[config.mk]
export PLATFORM = sky130hd
export DESIGN_NAME = pu_div_seq
export DESIGN_NICKNAME = d
export VERILOG_FILES = /design/src/rtl/pu_div_seq.sv
export SDC_FILE = /design/constraint.sdc
export NUM_CORES = 1
export LEC_CHECK = 0
export CELL_PAD_IN_SITES_DETAIL_PLACEMENT = 2
export CELL_PAD_IN_SITES_GLOBAL_PLACEMENT = 2
export CORE_UTILIZATION = 39
export DETAILED_ROUTE_END_ITERATION = 7
export HOLD_SLACK_MARGIN = 0.1
export PLACE_DENSITY = 0.92
export SLEW_MARGIN = 20
export SYNTH_ARGS = -nofsm -noshare
export SYNTH_HDL_FRONTEND = slang
export SYNTH_SLANG_ARGS = --single-unit
[constraint.sdc]
create_clock -name clk -period 9.35 [get_ports clk]
set_clock_uncertainty 0.2 [all_clocks]
set_input_delay 1.87 -clock clk [delete_from_list [all_inputs] [get_ports clk]]
set_output_delay 1.87 -clock clk [all_outputs]
set_load 0.01 [all_outputs]
[src/rtl/pu_div_seq.sv]
// Sequential radix-2 restoring divider: operand latch, one pending-op slot
// and a small result FIFO drained through a read-strobe interface.
module pu_div_seq #(
    parameter int unsigned DATA_WIDTH   = 32,
    parameter int unsigned ATTR_WIDTH   = 4,
    parameter int unsigned INVALID      = 0,
    parameter int unsigned SIGNED       = 1,
    parameter int unsigned FRAC         = 0,
    parameter int unsigned RESULT_DEPTH = 2
) (
    input  logic                  clk,
    input  logic                  rst,
    input  logic                  signal_wr,
    input  logic                  signal_wr_sel,
    input  logic [DATA_WIDTH-1:0] data_in,
    input  logic [ATTR_WIDTH-1:0] attr_in,
    input  logic                  signal_oe,
    input  logic                  signal_oe_sel,
    output logic [DATA_WIDTH-1:0] data_out,
    output logic [ATTR_WIDTH-1:0] attr_out,
    output logic                  busy,
    output logic                  full,
    output logic                  overrun
);
    localparam int unsigned W      = DATA_WIDTH;
    localparam int unsigned N      = DATA_WIDTH + FRAC;
    localparam int unsigned ITER_W = $clog2(N + 1);
    localparam int unsigned PTR_W  = (RESULT_DEPTH > 1) ? $clog2(RESULT_DEPTH) : 1;
    localparam int unsigned CNT_W  = $clog2(RESULT_DEPTH + 1);

    typedef enum logic [1:0] {ENG_IDLE, ENG_PREP, ENG_CALC, ENG_DONE} eng_state_t;

    typedef struct packed {
        logic [W-1:0] num;
        logic [W-1:0] den;
        logic         inv;
    } op_t;

    typedef struct packed {
        logic [W-1:0] quo;
        logic [W-1:0] rem;
        logic         inv;
    } res_t;

    eng_state_t        state_q, state_d;
    op_t               op_q, op_d, pend_q, pend_d, new_op;
    logic              pend_vld_q, pend_vld_d;
    logic [W-1:0]      num_lat_q, num_lat_d;
    logic              num_inv_q, num_inv_d;
    logic              num_neg_q, num_neg_d, den_neg_q, den_neg_d;
    logic [W-1:0]      den_mag_q, den_mag_d, rem_q, rem_d;
    logic [N-1:0]      quo_q, quo_d;
    logic [ITER_W-1:0] iter_q, iter_d;
    logic [PTR_W-1:0]  rd_ptr_q, rd_ptr_d, wr_ptr_q, wr_ptr_d;
    logic [CNT_W-1:0]  count_q, count_d;
    logic              oe_q, overrun_q, overrun_d;
    res_t              fifo_q [RESULT_DEPTH];
    res_t              res, head;

    logic              launch, direct, pend_load, push, pop, empty;
    logic [W-1:0]      num_mag, den_mag_n, rem_s;
    logic [W:0]        trial, diff;
    logic [N-1:0]      q_signed, lim;
    logic              q_neg, ovf;

    // Result formatting from the finished engine registers
    always_comb begin
        q_neg    = num_neg_q ^ den_neg_q;
        q_signed = q_neg ? (-quo_q) : quo_q;
        lim      = '0;
        if (SIGNED != 0) begin
            lim[W-2:0] = '1;
            lim        = lim + N'(q_neg);
        end else begin
            lim[W-1:0] = '1;
        end
        ovf   = (quo_q > lim);
        rem_s = num_neg_q ? (-rem_q) : rem_q;
        res   = '{quo: q_signed[W-1:0], rem: rem_s, inv: op_q.inv | ovf};
        if (den_mag_q == '0) begin
            res = '{quo: '0, rem: op_q.num, inv: 1'b1};
        end
    end

    always_comb begin
        launch    = signal_wr && signal_wr_sel;
        new_op    = '{num: num_lat_q, den: data_in, inv: num_inv_q | attr_in[INVALID]};
        push      = (state_q == ENG_DONE);
        pop       = oe_q && !signal_oe && (count_q != '0);
        direct    = launch && (state_q == ENG_IDLE) && !pend_vld_q &&
                    (count_q < CNT_W'(RESULT_DEPTH));
        // A pending op may reuse the slot freed by a pop on the same edge
        pend_load = (state_q == ENG_IDLE) && pend_vld_q &&
                    ((count_q - CNT_W'(pop)) < CNT_W'(RESULT_DEPTH));

        num_lat_d  = num_lat_q;
        num_inv_d  = num_inv_q;
        state_d    = state_q;
        op_d       = op_q;
        pend_d     = pend_q;
        pend_vld_d = pend_vld_q;
        overrun_d  = overrun_q;
        num_neg_d  = num_neg_q;
        den_neg_d  = den_neg_q;
        den_mag_d  = den_mag_q;
        rem_d      = rem_q;
        quo_d      = quo_q;
        iter_d     = iter_q;
        num_mag    = '0;
        den_mag_n  = '0;
        trial      = '0;
        diff       = '0;

        if (signal_wr && !signal_wr_sel) begin
            num_lat_d = data_in;
            num_inv_d = attr_in[INVALID];
        end

        if (pend_load) begin
            pend_vld_d = 1'b0;
        end
        if (launch && !direct) begin
            if (!pend_vld_q) begin
                pend_vld_d = 1'b1;
                pend_d     = new_op;
            end else begin
                overrun_d = 1'b1;
            end
        end

        case (state_q)
            ENG_IDLE: begin
                if (pend_load) begin
                    op_d    = pend_q;
                    state_d = ENG_PREP;
                end else if (direct) begin
                    op_d    = new_op;
                    state_d = ENG_PREP;
                end
            end
            ENG_PREP: begin
                num_neg_d = (SIGNED != 0) && op_q.num[W-1];
                den_neg_d = (SIGNED != 0) && op_q.den[W-1];
                num_mag   = num_neg_d ? (-op_q.num) : op_q.num;
                den_mag_n = den_neg_d ? (-op_q.den) : op_q.den;
                den_mag_d = den_mag_n;
                quo_d     = N'(num_mag) << FRAC;
                rem_d     = '0;
                iter_d    = '0;
                state_d   = ENG_CALC;
            end
            ENG_CALC: begin
                trial = {rem_q, quo_q[N-1]};
                diff  = trial - {1'b0, den_mag_q};
                if (trial >= {1'b0, den_mag_q}) begin
                    rem_d = diff[W-1:0];
                    quo_d = {quo_q[N-2:0], 1'b1};
                end else begin
                    rem_d = trial[W-1:0];
                    quo_d = {quo_q[N-2:0], 1'b0};
                end
                iter_d = iter_q + ITER_W'(1);
                if (iter_q == ITER_W'(N - 1)) begin
                    state_d = ENG_DONE;
                end
            end
            ENG_DONE: state_d = ENG_IDLE;
            default:  state_d = ENG_IDLE;
        endcase

        wr_ptr_d = wr_ptr_q;
        rd_ptr_d = rd_ptr_q;
        if (push) begin
            wr_ptr_d = (wr_ptr_q == PTR_W'(RESULT_DEPTH - 1)) ? '0 : wr_ptr_q + PTR_W'(1);
        end
        if (pop) begin
            rd_ptr_d = (rd_ptr_q == PTR_W'(RESULT_DEPTH - 1)) ? '0 : rd_ptr_q + PTR_W'(1);
        end
        count_d = count_q + CNT_W'(push) - CNT_W'(pop);
    end

    always_ff @(posedge clk) begin
        if (rst) begin
            state_q    <= ENG_IDLE;
            op_q       <= '0;
            pend_q     <= '0;
            pend_vld_q <= 1'b0;
            num_lat_q  <= '0;
            num_inv_q  <= 1'b0;
            num_neg_q  <= 1'b0;
            den_neg_q  <= 1'b0;
            den_mag_q  <= '0;
            rem_q      <= '0;
            quo_q      <= '0;
            iter_q     <= '0;
            rd_ptr_q   <= '0;
            wr_ptr_q   <= '0;
            count_q    <= '0;
            oe_q       <= 1'b0;
            overrun_q  <= 1'b0;
        end else begin
            state_q    <= state_d;
            op_q       <= op_d;
            pend_q     <= pend_d;
            pend_vld_q <= pend_vld_d;
            num_lat_q  <= num_lat_d;
            num_inv_q  <= num_inv_d;
            num_neg_q  <= num_neg_d;
            den_neg_q  <= den_neg_d;
            den_mag_q  <= den_mag_d;
            rem_q      <= rem_d;
            quo_q      <= quo_d;
            iter_q     <= iter_d;
            rd_ptr_q   <= rd_ptr_d;
            wr_ptr_q   <= wr_ptr_d;
            count_q    <= count_d;
            oe_q       <= signal_oe;
            overrun_q  <= overrun_d;
        end
    end

    always_ff @(posedge clk) begin
        if (push && !rst) begin
            fifo_q[wr_ptr_q] <= res;
        end
    end

    always_comb begin
        head     = fifo_q[rd_ptr_q];
        empty    = rst || (count_q == '0);
        data_out = '0;
        attr_out = '0;
        if (signal_oe) begin
            if (empty) begin
                attr_out[INVALID] = 1'b1;
            end else begin
                data_out          = signal_oe_sel ? head.rem : head.quo;
                attr_out[INVALID] = head.inv;
            end
        end
    end

    assign busy    = !rst && ((state_q != ENG_IDLE) || pend_vld_q);
    assign full    = !rst && pend_vld_q;
    assign overrun = !rst && overrun_q;

endmodule
==> results.cfg <==
[detailed_routing]
via_per_inst = 5.90
dr.pass1.iters = 5
drc = 0
wl_per_cell_microns = 25.0
antenna_left = 0
drt-total-wl_mm = 75.8
num_vias = 17900
drtIter0Drc = 1023

[finish]
antenna_cells = 0
areaGrowthSynthToFinish_pct = 12.8
nNetsFinal = 2428
final_util_pct = 44.5
nFillCells = 5734
drive_above_1_share_pct = 6.96

[worst_setup_path]
path_max_fanout = 32
arrival_ps = 3900
cp.required_ps = 7280
cp-start-kind = input port
r2r_cells = 14
setup.worst_path.class = in2out
cp-end-kind = output port

[die]
coreArea_sq_um = 53900
dieArea_sq_um = 55500
ioPinCount = 81
fp-row-count = 85
die_x_microns = 236
die_y_microns = 236
start_util_pct = 39.5

[global_routing]
grt_pass1_vias = 19800
grt_max_degree = 144
grt_usage_pct = 27.1
grt_first_pass_wirelength_mm = 118
grt_overflow = 0
antenna_found_initial = 0

[yosys]
synthArstFlopShare_pct = 0
synth.most_common_cell = nand2_1
synth_seq_cells = 407
synth_edf_count = 130
synth_cells = 2325
yosys_warnings = 0
syn_area_sq_um = 21300
synth.distinct_cells = 68
avgSynthCellArea_sq_um = 9.15
ys_top_cells_by_area = dfxtp_1 26%, edfxtp_1 18%, nand2_1 6.1%
synth_top_area_share_pct = 26.1
yosys.area.top_type = dfxtp_1
synth_seq_area_share_pct = 44.4
synth_commonest_cells = 347 x nand2_1, 277 x dfxtp_1, 215 x nor2_1
ys.flop_type = dfxtp_1

[timing]
timing.final.crit_share_pct = 63.8
fin_setup_tns_ps = 0
rsz0062_at_grt = false
slew_violations = 0
setup_violations = 0
worstMarginPinSlew_ps = 1040
period_minus_slack_ps = 5970
clock.fmax_mhz = 168
final-hold-violation-count = 0
max_slew_margin_pct = 30.9

[clocking]
cts_tree = yes
cts_sinks = 407
clock_path_buffers = 3
cts_buffers = 45
cts_setup_buffers = 0
cts_root_buf = clkbuf_16
clock_latency_ps = 590
cts.repair.resized = 0
clk_pin_slew_ps = 60
postCtsHoldBufs = 0
htree_levels = 2

[status]
status = completed

[place]
routabilityCongestion = 0.923
portBuffers = 74
hpwl_mm = 50.5

[power_and_ir_drop]
vdd_drop_max_mv = 0.146
leakagePower_nw = 8.49
power_density_nw_per_um2 = 288
finalPower_w = 0.00692

[flow_run]
maxCapViolCount = 0

[worst_hold_path]
hp-class = reg2reg
holdPathStages = 2
-- power by group --
group / internal, W / switching, W
sequential: 0.00207 / 0.000360
clock: 0.00108 / 0.000759
combinational: 0.000934 / 0.00171
total: 0.00408 / 0.00283
-- cells in the final DEF, fill, tap and decap left out, drive strengths merged, types with 5 or more instances in the layout --
cell type      synthesis  layout
a211oi                96      96
a21o                  26      26
a21oi                176     176
a22oi                  5       5
and3                   9       9
buf                   26      22
bufinv                 0       5
clkbuf               132      61
clkdlybuf4s50          0      73
clkinv                 0      10
dfxtp                277     277
edfxtp               130     130
ha                    73      73
inv                   60      60
mux2                   5       5
mux2i                112     112
mux4                  32      32
nand2                347     347
nand2b                19      19
nand3                 22      22
nand3b                 6       6
nand4                 22      22
nor2                 215     215
nor2b                 47      47
nor3                  16      16
nor4                  25      25
o21a                   5       5
o21ai                145     145
o21bai                 6       6
o22ai                  6       6
o31ai                 26      26
o41ai                 16      16
or2                   12      12
or3                   13      13
or4                   23      23
xnor2                 49      49
xor2                 102     102
-- cells by family after synthesis --
| logic type | Yosys count | synth area share [%] |
|---|---|---|
| buffers and inverters | 218 | 3.92 |
| adders and majority gates | 75 | 4.43 |
| xor gates and xnor gates | 151 | 6.21 |
| and+or+nand+nor | 788 | 16.7 |
| other | 1 | 0.0176 |
| muxes | 149 | 8.92 |
| DFF | 407 | 44.4 |
| AOI/OAI and AO/OA | 536 | 15.4 |
-- per-stage QoR --
stage / cell area (sq um) / cells / worst slack (ps) / hold WS, ps
after floorplan: 21300 / 2327 / 1310 / 236
after global placement: 22500 / 2961 / 3430 / 241
after detailed placement: 22500 / 2961 / 3350 / 252
after CTS: 24000 / 3039 / 3330 / 262
after global routing: 24000 / 3039 / 3210 / 280
final: 24000 / 3039 / 3380 / 260
-- final timing paths --
check                                   start     endpoint  slack (ps)
worst max register to register      quo_q[31]    rem_q[30]        5230
worst min register to register     pend_q[12]   pend_q[12]         260
worst max-delay path            signal_oe_sel  data_out[2]        3380
worst min-delay path               pend_q[12]   pend_q[12]         260
-- flip-flops by register name (all words and copies together), names as in the netlist, 6 cells and up, named ones only --
name and count:
den_mag_q 32, fifo_q 130, iter_q 6, num_lat_q 32, op_q 65, pend_q 65, quo_q 32, rem_q 32
-- area by class of cell --
cell class,count,area (sq um),share of cell area [%]
clock buffers,60,1260,5.26
multi-input cells,1702,11100,46.1
clock inverters,18,216,0.902
well taps,696,871,3.63
flip-flops and latches,407,9450,39.4
inverters,60,225,0.938
repair buffers,96,913,3.80
-- metal layers --
layer	share of wire, %	vias to the layer above	track usage (%)
met1	43	9157	33.8
met5	0	-	0
li1	-	8211	-
met4	2.8	0	8.85
met3	3.7	146	3.31
met2	51	406	48.4
-- critical path, stage by stage --
cell and delay, ps:
clkdlybuf4s50_1 490, buf_4 450, mux4_2 430, nor2b_1 160, clkdlybuf4s50_1 480
Power figures use the tool's default switching activity.
